[src/rtl/result_bcd_conv_pkg.sv]
// Shared types and constants for the result-to-BCD converter.
package result_bcd_pkg;

    typedef enum logic [1:0] {
        IDLE  = 2'd0,
        SHIFT = 2'd1,
        FIN   = 2'd2
    } state_t;

    localparam logic [3:0] BCD_BLANK = 4'hF;

    // True when DIGITS decimal digits can hold every WIDTH-bit unsigned value.
    function automatic bit digits_fit(input int width, input int digits);
        longint p10;
        longint p2;
        p10 = 1;
        p2  = 1;
        for (int i = 0; i < digits; i++) p10 = p10 * 10;
        for (int i = 0; i < width; i++) p2 = p2 * 2;
        return p10 > p2;
    endfunction

endpackage

[src/rtl/result_bcd_conv_if.sv]
// Handshake and data bundle between the result registers and the BCD converter.
interface result_bcd_conv_if #(
    parameter int WIDTH  = 8,
    parameter int DIGITS = 3
);
    logic                  start;
    logic [WIDTH-1:0]      value;
    logic                  sgd;
    logic                  valid;
    logic                  busy;
    logic                  done;
    logic [4*DIGITS-1:0]   bcd;
    logic                  neg;
    logic                  err;

    modport master (
        output start, value, sgd, valid,
        input  busy, done, bcd, neg, err
    );

    modport slave (
        input  start, value, sgd, valid,
        output busy, done, bcd, neg, err
    );
endinterface

[src/rtl/result_bcd_conv_digit_adj.sv]
// Double-dabble correction cell: adds 3 to a BCD digit that is 5 or more.
module bcd_digit_adj (
    input  logic [3:0] d,
    output logic [3:0] q
);
    assign q = (d >= 4'd5) ? d + 4'd3 : d;
endmodule

[src/rtl/result_bcd_conv.sv]
// Sequential double-dabble binary-to-BCD converter with start/busy/done handshake.
// Optional leading-zero blanking when RESULT_BCD_ZERO_BLANK_EN is defined.
//
// state | meaning
// IDLE  | waiting for start; outputs hold last result
// SHIFT | one adjust+shift per clock, WIDTH cycles
// FIN   | done pulse; new bcd/neg/err visible this cycle
module result_bcd_conv
    import result_bcd_pkg::*;
#(
    parameter int WIDTH  = 8,
    parameter int DIGITS = 3
) (
    input  logic               clk,
    input  logic               reset,
    result_bcd_conv_if.slave   bus
);

    localparam int BCD_W = 4 * DIGITS;
    localparam int CNT_W = (WIDTH > 1) ? $clog2(WIDTH) : 1;
    localparam logic [CNT_W-1:0] CNT_LAST = CNT_W'(WIDTH - 1);

    if (!digits_fit(WIDTH, DIGITS)) begin : g_bad_cfg
        $error("result_bcd_conv: DIGITS too small for WIDTH");
    end

    state_t             state, state_nxt;
    logic [BCD_W-1:0]   bcd_work, bcd_work_nxt;
    logic [BCD_W-1:0]   bcd_adj;
    logic [WIDTH-1:0]   mag, mag_nxt;
    logic [CNT_W-1:0]   cnt, cnt_nxt;
    logic               neg_work, neg_work_nxt;
    logic [BCD_W-1:0]   bcd_out, bcd_out_nxt;
    logic               neg_out, neg_out_nxt;
    logic               err_out, err_out_nxt;

    for (genvar g = 0; g < DIGITS; g++) begin : g_adj
        bcd_digit_adj u_adj (
            .d (bcd_work[4*g +: 4]),
            .q (bcd_adj[4*g +: 4])
        );
    end

    function automatic logic [BCD_W-1:0] fmt_digits(input logic [BCD_W-1:0] d);
`ifdef RESULT_BCD_ZERO_BLANK_EN
        logic [BCD_W-1:0] r;
        logic             lead;
        r    = d;
        lead = 1'b1;
        // Digit 0 is never blanked so a zero result still shows a 0.
        for (int i = DIGITS - 1; i > 0; i--) begin
            if (lead && d[4*i +: 4] == 4'd0) r[4*i +: 4] = BCD_BLANK;
            else                             lead = 1'b0;
        end
        return r;
`else
        return d;
`endif
    endfunction

    always_ff @(posedge clk or posedge reset) begin
        if (reset) begin
            state    <= IDLE;
            bcd_work <= '0;
            mag      <= '0;
            cnt      <= '0;
            neg_work <= 1'b0;
            bcd_out  <= '0;
            neg_out  <= 1'b0;
            err_out  <= 1'b0;
        end else begin
            state    <= state_nxt;
            bcd_work <= bcd_work_nxt;
            mag      <= mag_nxt;
            cnt      <= cnt_nxt;
            neg_work <= neg_work_nxt;
            bcd_out  <= bcd_out_nxt;
            neg_out  <= neg_out_nxt;
            err_out  <= err_out_nxt;
        end
    end

    always_comb begin
        state_nxt    = state;
        bcd_work_nxt = bcd_work;
        mag_nxt      = mag;
        cnt_nxt      = cnt;
        neg_work_nxt = neg_work;
        bcd_out_nxt  = bcd_out;
        neg_out_nxt  = neg_out;
        err_out_nxt  = err_out;

        case (state)
            IDLE: begin
                if (bus.start) begin
                    if (bus.valid) begin
                        state_nxt    = SHIFT;
                        bcd_work_nxt = '0;
                        cnt_nxt      = '0;
                        // Magnitude is unsigned WIDTH bits, so the most negative value negates cleanly.
                        if (bus.sgd && bus.value[WIDTH-1]) begin
                            mag_nxt      = ~bus.value + 1'b1;
                            neg_work_nxt = 1'b1;
                        end else begin
                            mag_nxt      = bus.value;
                            neg_work_nxt = 1'b0;
                        end
                    end else begin
                        state_nxt   = FIN;
                        bcd_out_nxt = {DIGITS{BCD_BLANK}};
                        neg_out_nxt = 1'b0;
                        err_out_nxt = 1'b1;
                    end
                end
            end
            SHIFT: begin
                {bcd_work_nxt, mag_nxt} = {bcd_adj, mag} << 1;
                cnt_nxt = cnt + 1'b1;
                if (cnt == CNT_LAST) begin
                    state_nxt   = FIN;
                    bcd_out_nxt = fmt_digits(bcd_work_nxt);
                    neg_out_nxt = neg_work;
                    err_out_nxt = 1'b0;
                end
            end
            FIN: begin
                state_nxt = IDLE;
            end
            default: begin
                state_nxt = IDLE;
            end
        endcase
    end

    assign bus.busy = (state != IDLE);
    assign bus.done = (state == FIN);
    assign bus.bcd  = bcd_out;
    assign bus.neg  = neg_out;
    assign bus.err  = err_out;

endmodule

[src/flat_wrapper.sv]
// flat-port wrapper written by rule: the top's interface ports become plain ports
module result_bcd_conv_flat import result_bcd_pkg::*;
#(
    parameter int WIDTH  = 8,
    parameter int DIGITS = 3
)
  (clk, reset, bus_start, bus_value, bus_sgd, bus_valid, bus_busy, bus_done, bus_bcd, bus_neg, bus_err);
  result_bcd_conv_if #(.WIDTH(WIDTH), .DIGITS(DIGITS)) bus_i ();
  input  logic clk;
  input  logic reset;
  input wire logic [$bits(bus_i.start)-1:0] bus_start;
  input wire logic [$bits(bus_i.value)-1:0] bus_value;
  input wire logic [$bits(bus_i.sgd)-1:0] bus_sgd;
  input wire logic [$bits(bus_i.valid)-1:0] bus_valid;
  output wire logic [$bits(bus_i.busy)-1:0] bus_busy;
  output wire logic [$bits(bus_i.done)-1:0] bus_done;
  output wire logic [$bits(bus_i.bcd)-1:0] bus_bcd;
  output wire logic [$bits(bus_i.neg)-1:0] bus_neg;
  output wire logic [$bits(bus_i.err)-1:0] bus_err;
  assign bus_i.start = bus_start;
  assign bus_i.value = bus_value;
  assign bus_i.sgd = bus_sgd;
  assign bus_i.valid = bus_valid;
  assign bus_busy = bus_i.busy;
  assign bus_done = bus_i.done;
  assign bus_bcd = bus_i.bcd;
  assign bus_neg = bus_i.neg;
  assign bus_err = bus_i.err;
  result_bcd_conv #(.WIDTH(WIDTH), .DIGITS(DIGITS)) u_core (.clk(clk), .reset(reset), .bus(bus_i));
endmodule
[config.mk]
export PLATFORM = sky130hd
export DESIGN_NAME = result_bcd_conv_flat
export DESIGN_NICKNAME = d
export VERILOG_FILES = /design/src/rtl/result_bcd_conv_pkg.sv /design/src/rtl/result_bcd_conv_if.sv /design/src/rtl/result_bcd_conv_digit_adj.sv /design/src/rtl/result_bcd_conv.sv /design/src/flat_wrapper.sv
export SDC_FILE = /design/constraint.sdc
export NUM_CORES = 1
export LEC_CHECK = 0
export CAP_MARGIN = 20
export CORE_MARGIN = 5
export CORE_UTILIZATION = 50
export DETAILED_ROUTE_END_ITERATION = 12
export GPL_ROUTABILITY_DRIVEN = 0
export GPL_TIMING_DRIVEN = 0
export PLACE_DENSITY = 0.71
export SETUP_SLACK_MARGIN = 0.5
export SLEW_MARGIN = 20
export SYNTH_ARGS = -nofsm -noshare
export SYNTH_HDL_FRONTEND = slang
export SYNTH_HIERARCHICAL = 1
export SYNTH_SLANG_ARGS = --single-unit
[constraint.sdc]
create_clock -name clk -period 1.69 [get_ports clk]
set_clock_uncertainty 0.05 [all_clocks]
set_input_delay 0.4225 -clock clk [delete_from_list [all_inputs] [get_ports clk]]
set_output_delay 0.4225 -clock clk [all_outputs]
set_load 0.03 [all_outputs]
# After elaboration in Yosys (flattened, before gate mapping)
# Index checks and enable logic that the tools add are counted.
[totals]
latch_bits = 0
in_bits = 13
mem_bits_ro = 0
ram_bits = 0
mem_count = 0
ff_bits = 40
[classes]
n_mux = 30
addsub = 5
n_reduce_logical = 8
n_eq_ne = 7
bitwise = 1
n_div = 0
mul = 0
shifts = 0
magnitude_cmp = 3
[op_table]
columns = ["op", "n"]
rows = [
  ["$mux 12", 5],
  ["$pmux 12 s2", 2],
  ["$mux 8", 3],
  ["$pmux 8 s2", 1],
  ["$ge 4x3->1 const B", 3],
  ["$mux 3", 3],
  ["$add 4x2->4 const B", 2],
  ["$add 8x1->8 const B", 1],
  ["$mux 4", 2],
  ["$not 8->8", 1],
  ["$mux 1", 7],
  ["$mux 2", 3],
  ["$ne 2x2->1 const B", 3],
  ["$pmux 3 s2", 1],
  ["$reduce_and 3->1", 2],
  ["$pmux 1 s2", 2],
  ["$pmux 2 s2", 1],
  ["$reduce_and 4->1", 1],
  ["$reduce_bool 2->1", 2],
  ["$add 3x1->3 const B", 1],
  ["$add 3x2->3 const B", 1],
  ["$eq 3x3->1 const B", 1],
  ["$eq 2x1->1 const B", 1],
  ["$eq 2x2->1 const B", 1],
  ["other kinds (4)", 4],
]

# Depth between registers and ports, before layout
[logic_depth]
depth_word = 6
ltp_mapped = 7
mapped_depth_nobuf = 7

# Hierarchy
# The synthesis kept the hierarchy.
[modules_own_cells]
columns = ["module", "seq_area_each_um2", "area_per_inst_um2", "instances", "cells_per_inst"]
rows = [
  ["result_bcd_conv", 1001.0, 1826.8, 1, 182],
  ["bcd_digit_adj", 0.0, 101.3, 3, 16],
]

# Least setup slack after synthesis
# No wires, ideal clock.
[synth_timing]
path_type = "register to register"
startpoint = "register u_core.state[1]"
endpoint = "register u_core.neg_work"
t_required_ns = 1.513
arrival_time_ns = 1.348
slack_ns = 0.165
synth_period_minus_slack_ns = 1.525
path_stages_with_launch = 7
setup_time_ns = 0.127
cell_sequence = "dfrtp_1 -> buf_6 -> or2_2 -> or2_0 -> buf_2 -> nand2_1 -> o21ai_0"
[synth_between]
elab_chain_cells = 2
[synth_rtl]
columns = ["element", "line_no", "rtl"]
rows = [
  ["start, declared", "result_bcd_conv.sv:27", "state_t state, state_nxt;"],
  ["start signal, assigned", "result_bcd_conv.sv:72", "state <= state_nxt;"],
  ["$logic_not 2->1", "result_bcd_conv.sv:93", "case (state)"],
  ["$reduce_and 3->1 (no source line)", "-", ""],
  ["end signal, assigned", "result_bcd_conv.sv:76", "neg_work <= neg_work_nxt;"],
  ["end, declared", "result_bcd_conv.sv:32", "logic neg_work, neg_work_nxt;"],
]
# Every way passes these cells.
# A chain may end at the register's enable or synchronous reset.

# Final worst setup path
[layout_timing]
startpoint = "register u_core.state[1]"
endpoint = "output bus_busy"
[layout_between]
elab_chain_cells = 1
[layout_rtl]
columns = ["element", "line_no", "rtl"]
rows = [
  ["$reduce_bool 2->1", "result_bcd_conv.sv:135", "assign bus.busy = (state != IDLE);"],
  ["end, declared", "flat_wrapper.sv:15", "output wire logic [$bits(bus_i.busy)-1:0] bus_busy;"],
]
# Every way passes these cells.

==> out/results.ini <==
[cells_and_area]
multi_input_area_um2=1323
area_delta_synth_final_pct=61.11
diodes=0
final_util_pct=83.81
nets=329
seqCellArea_um2=1003
drive_gt1_share_pct=50.65
nFillCells=223
finish.cell_count_without_fillers=358

[timing]
setup_viol=0
fin_crit_sh_pct=97.12
hold_violations=0
fin_crit_ps=1641
fmax_ghz=0.6093
tns_ps=0
rsz0062_at_grt=yes
worst_pin_slew_ps=476.8
max_slew_margin_pct=68.15
final_max_slew_viol_count=0

[grt]
grtUsageTotal_pct=21.63
antenna_found_initial=0
grt_first_pass_wirelength_mm=9.080
grt-ovfl-total=0
grt_pass1_vias=1922
grt_max_degree=21

[setup_path]
crit_fanout=3
cp_num_buf_inv=2
path_common_cell=buf_6
crit_family=flip-flops
crit_chain=buf_6 > or2_4 > buf_6
start_kind=register
crit_type=register to output pin
cp_slowest_cell=dfrtp_1
arrival_ps=1170
crit_path_end_kind=output pin
cp_slowest_stage_delay_ps=380
required_ps=1220

[routing]
drc=0
initialDrtViolationCount=140
post_drt_wl_per_cell_um=16.88
dr.pass1.iters=4
antenna_left=0
wirelength_mm=6.042
vias=1950
viasPerCell=5.447

[logic_synthesis]
synth_nets=248
yosys_warnings=6
synth_area_um2=2111
syn_inst=226
syn_area_per_cell_um2=9.340

[clocking]
clk_pin_slew_ps=80
cts_tree=built
insertion_delay_ps=290
cts.sinks=40
ctsRootBufferMaster=clkbuf_8
clockBufferDepth=2
cts_made_buffers=5
cts_htree_levels=2

[place]
hpwl_mm=3.121
port_buffers=28
place_inst=304

[floorplan]
rows=23
core_um2=4058
fp.dieArea_um2=5621
ios=29
fp.dieH_um=74.98
dieWidth_um=74.98
start_util_pct=52.02

[power_and_ir_drop]
power_per_cell_area_nw_per_um2=1980
leakagePower_nw=1.494
peakVddDrop_mv=1.136
p_seq_share_pct=25.7
p_switching_w=0.002763
p_comb_share_pct=61.4
netSwitchingFraction_pct=41.03
pwr-share-clk_pct=12.9
p_int_w=0.003971

[status]
status=finished clean

[worst_hold_path]
hp-class=input port to register

[job]
drv_cap=0

worst paths after layout:
check	startpoint	endpoint	slack (ps)	depth (start not counted)
worst min register to register	u_core/mag[0]	u_core/mag[0]	440	2
max in group asynchronous	reset	u_core/bcd_work[0]	700	2
worst max-delay path	u_core/state[1]	bus_busy	50	3
min in group asynchronous	reset	u_core/cnt[0]	580	2
worst max register to register	u_core/bcd_work[5]	u_core/bus.bcd[6]	80	7
worst min-delay path	bus_sgd	u_core/mag[7]	440	2
per-stage QoR:
stage	hold WS, ps	total power, W	area [um2]	setup slack (ps)
3_5_place_dp	421.1	0.004400	2560	-436.3
6_report	435.0	0.006734	3401	48.73
4_1_cts	447.1	0.006089	3163	31.10
3_3_place_gp	411.7	0.004345	2560	-442.3
2_1_floorplan	351.3	0.003643	2217	231.6
5_1_grt	431.1	0.007121	3401	16.58
worst register-to-register path: stages (launching register included):
cell	delay, ps
dfrtp_1	390
inv_1	160
ha_4	190
nand2b_4	70
a21oi_4	190
mux2i_2	280
nor2_1	80
a21oi_2	150
cell usage in the layout, fill, tap and decap left out, types with 4 or more instances in the layout:
cell type      count
dfrtp_1           38
buf_4             37
nand2_1           28
buf_6             26
nor2_1            22
a21oi_2           17
nor2_4             9
o21ai_1            8
clkbuf_8           7
dlygate4sd2_1      7
a22o_1             7
inv_1              6
xnor2_1            6
a21oi_1            6
o21ai_2            5
ha_4               5
inv_2              5
nand2b_1           4
a21oi_4            4
nand2_2            4
sequential cells by signal, summed over array words and instances, names as in the netlist:
register	count
u_core/bcd_work	12
u_core/bus.bcd	12
u_core/mag	8
u_core/cnt	3
u_core/state	2
u_core/bus.err	1
u_core/bus.neg	1
u_core/neg_work	1
metal layers:
layer / wire (um) / GRT usage [%] / vias to the layer above / part of all wire, %
li1: - / - / 922 / -
met1: 2451 / 27.38 / 955 / 41
met2: 3192 / 36.65 / 55 / 53
met3: 244 / 3.872 / 18 / 4.0
met4: 154 / 8.498 / 0 / 2.5
met5: 0 / 0 / - / 0
power groups by stage:
stage                     combinational, W  clock [W]  sequential, W
after global placement             0.00268          0        0.00166
final                              0.00414   0.000868        0.00173
after global routing               0.00443   0.000917        0.00178
after floorplan                    0.00173          0        0.00192
after detailed placement           0.00273          0        0.00167
after CTS                          0.00353   0.000868        0.00169
layout make-up:
type,count,share of cell area [%]
Timing Repair Buffer,73,20.57
Clock buffer,7,2.833
Inverter,12,1.435
Multi-Input combinational cell,163,38.89
Buffer,11,3.826
Tap cell,50,1.840
Sequential cell,40,29.51
Timing Repair inverter,1,0.2208
Clock inverter,1,0.8830
timing repair:
action | 4_1_cts | 5_1_grt
cloned | 3 | 0
gates resized for setup | 173 | 37
endpoints found under the setup margin | 96 | 56
buffers inserted | 28 | 15
pin swaps | 20 | 15
hold buffers | 0 | 0
Note: power is estimated with default switching activity, not from simulation.
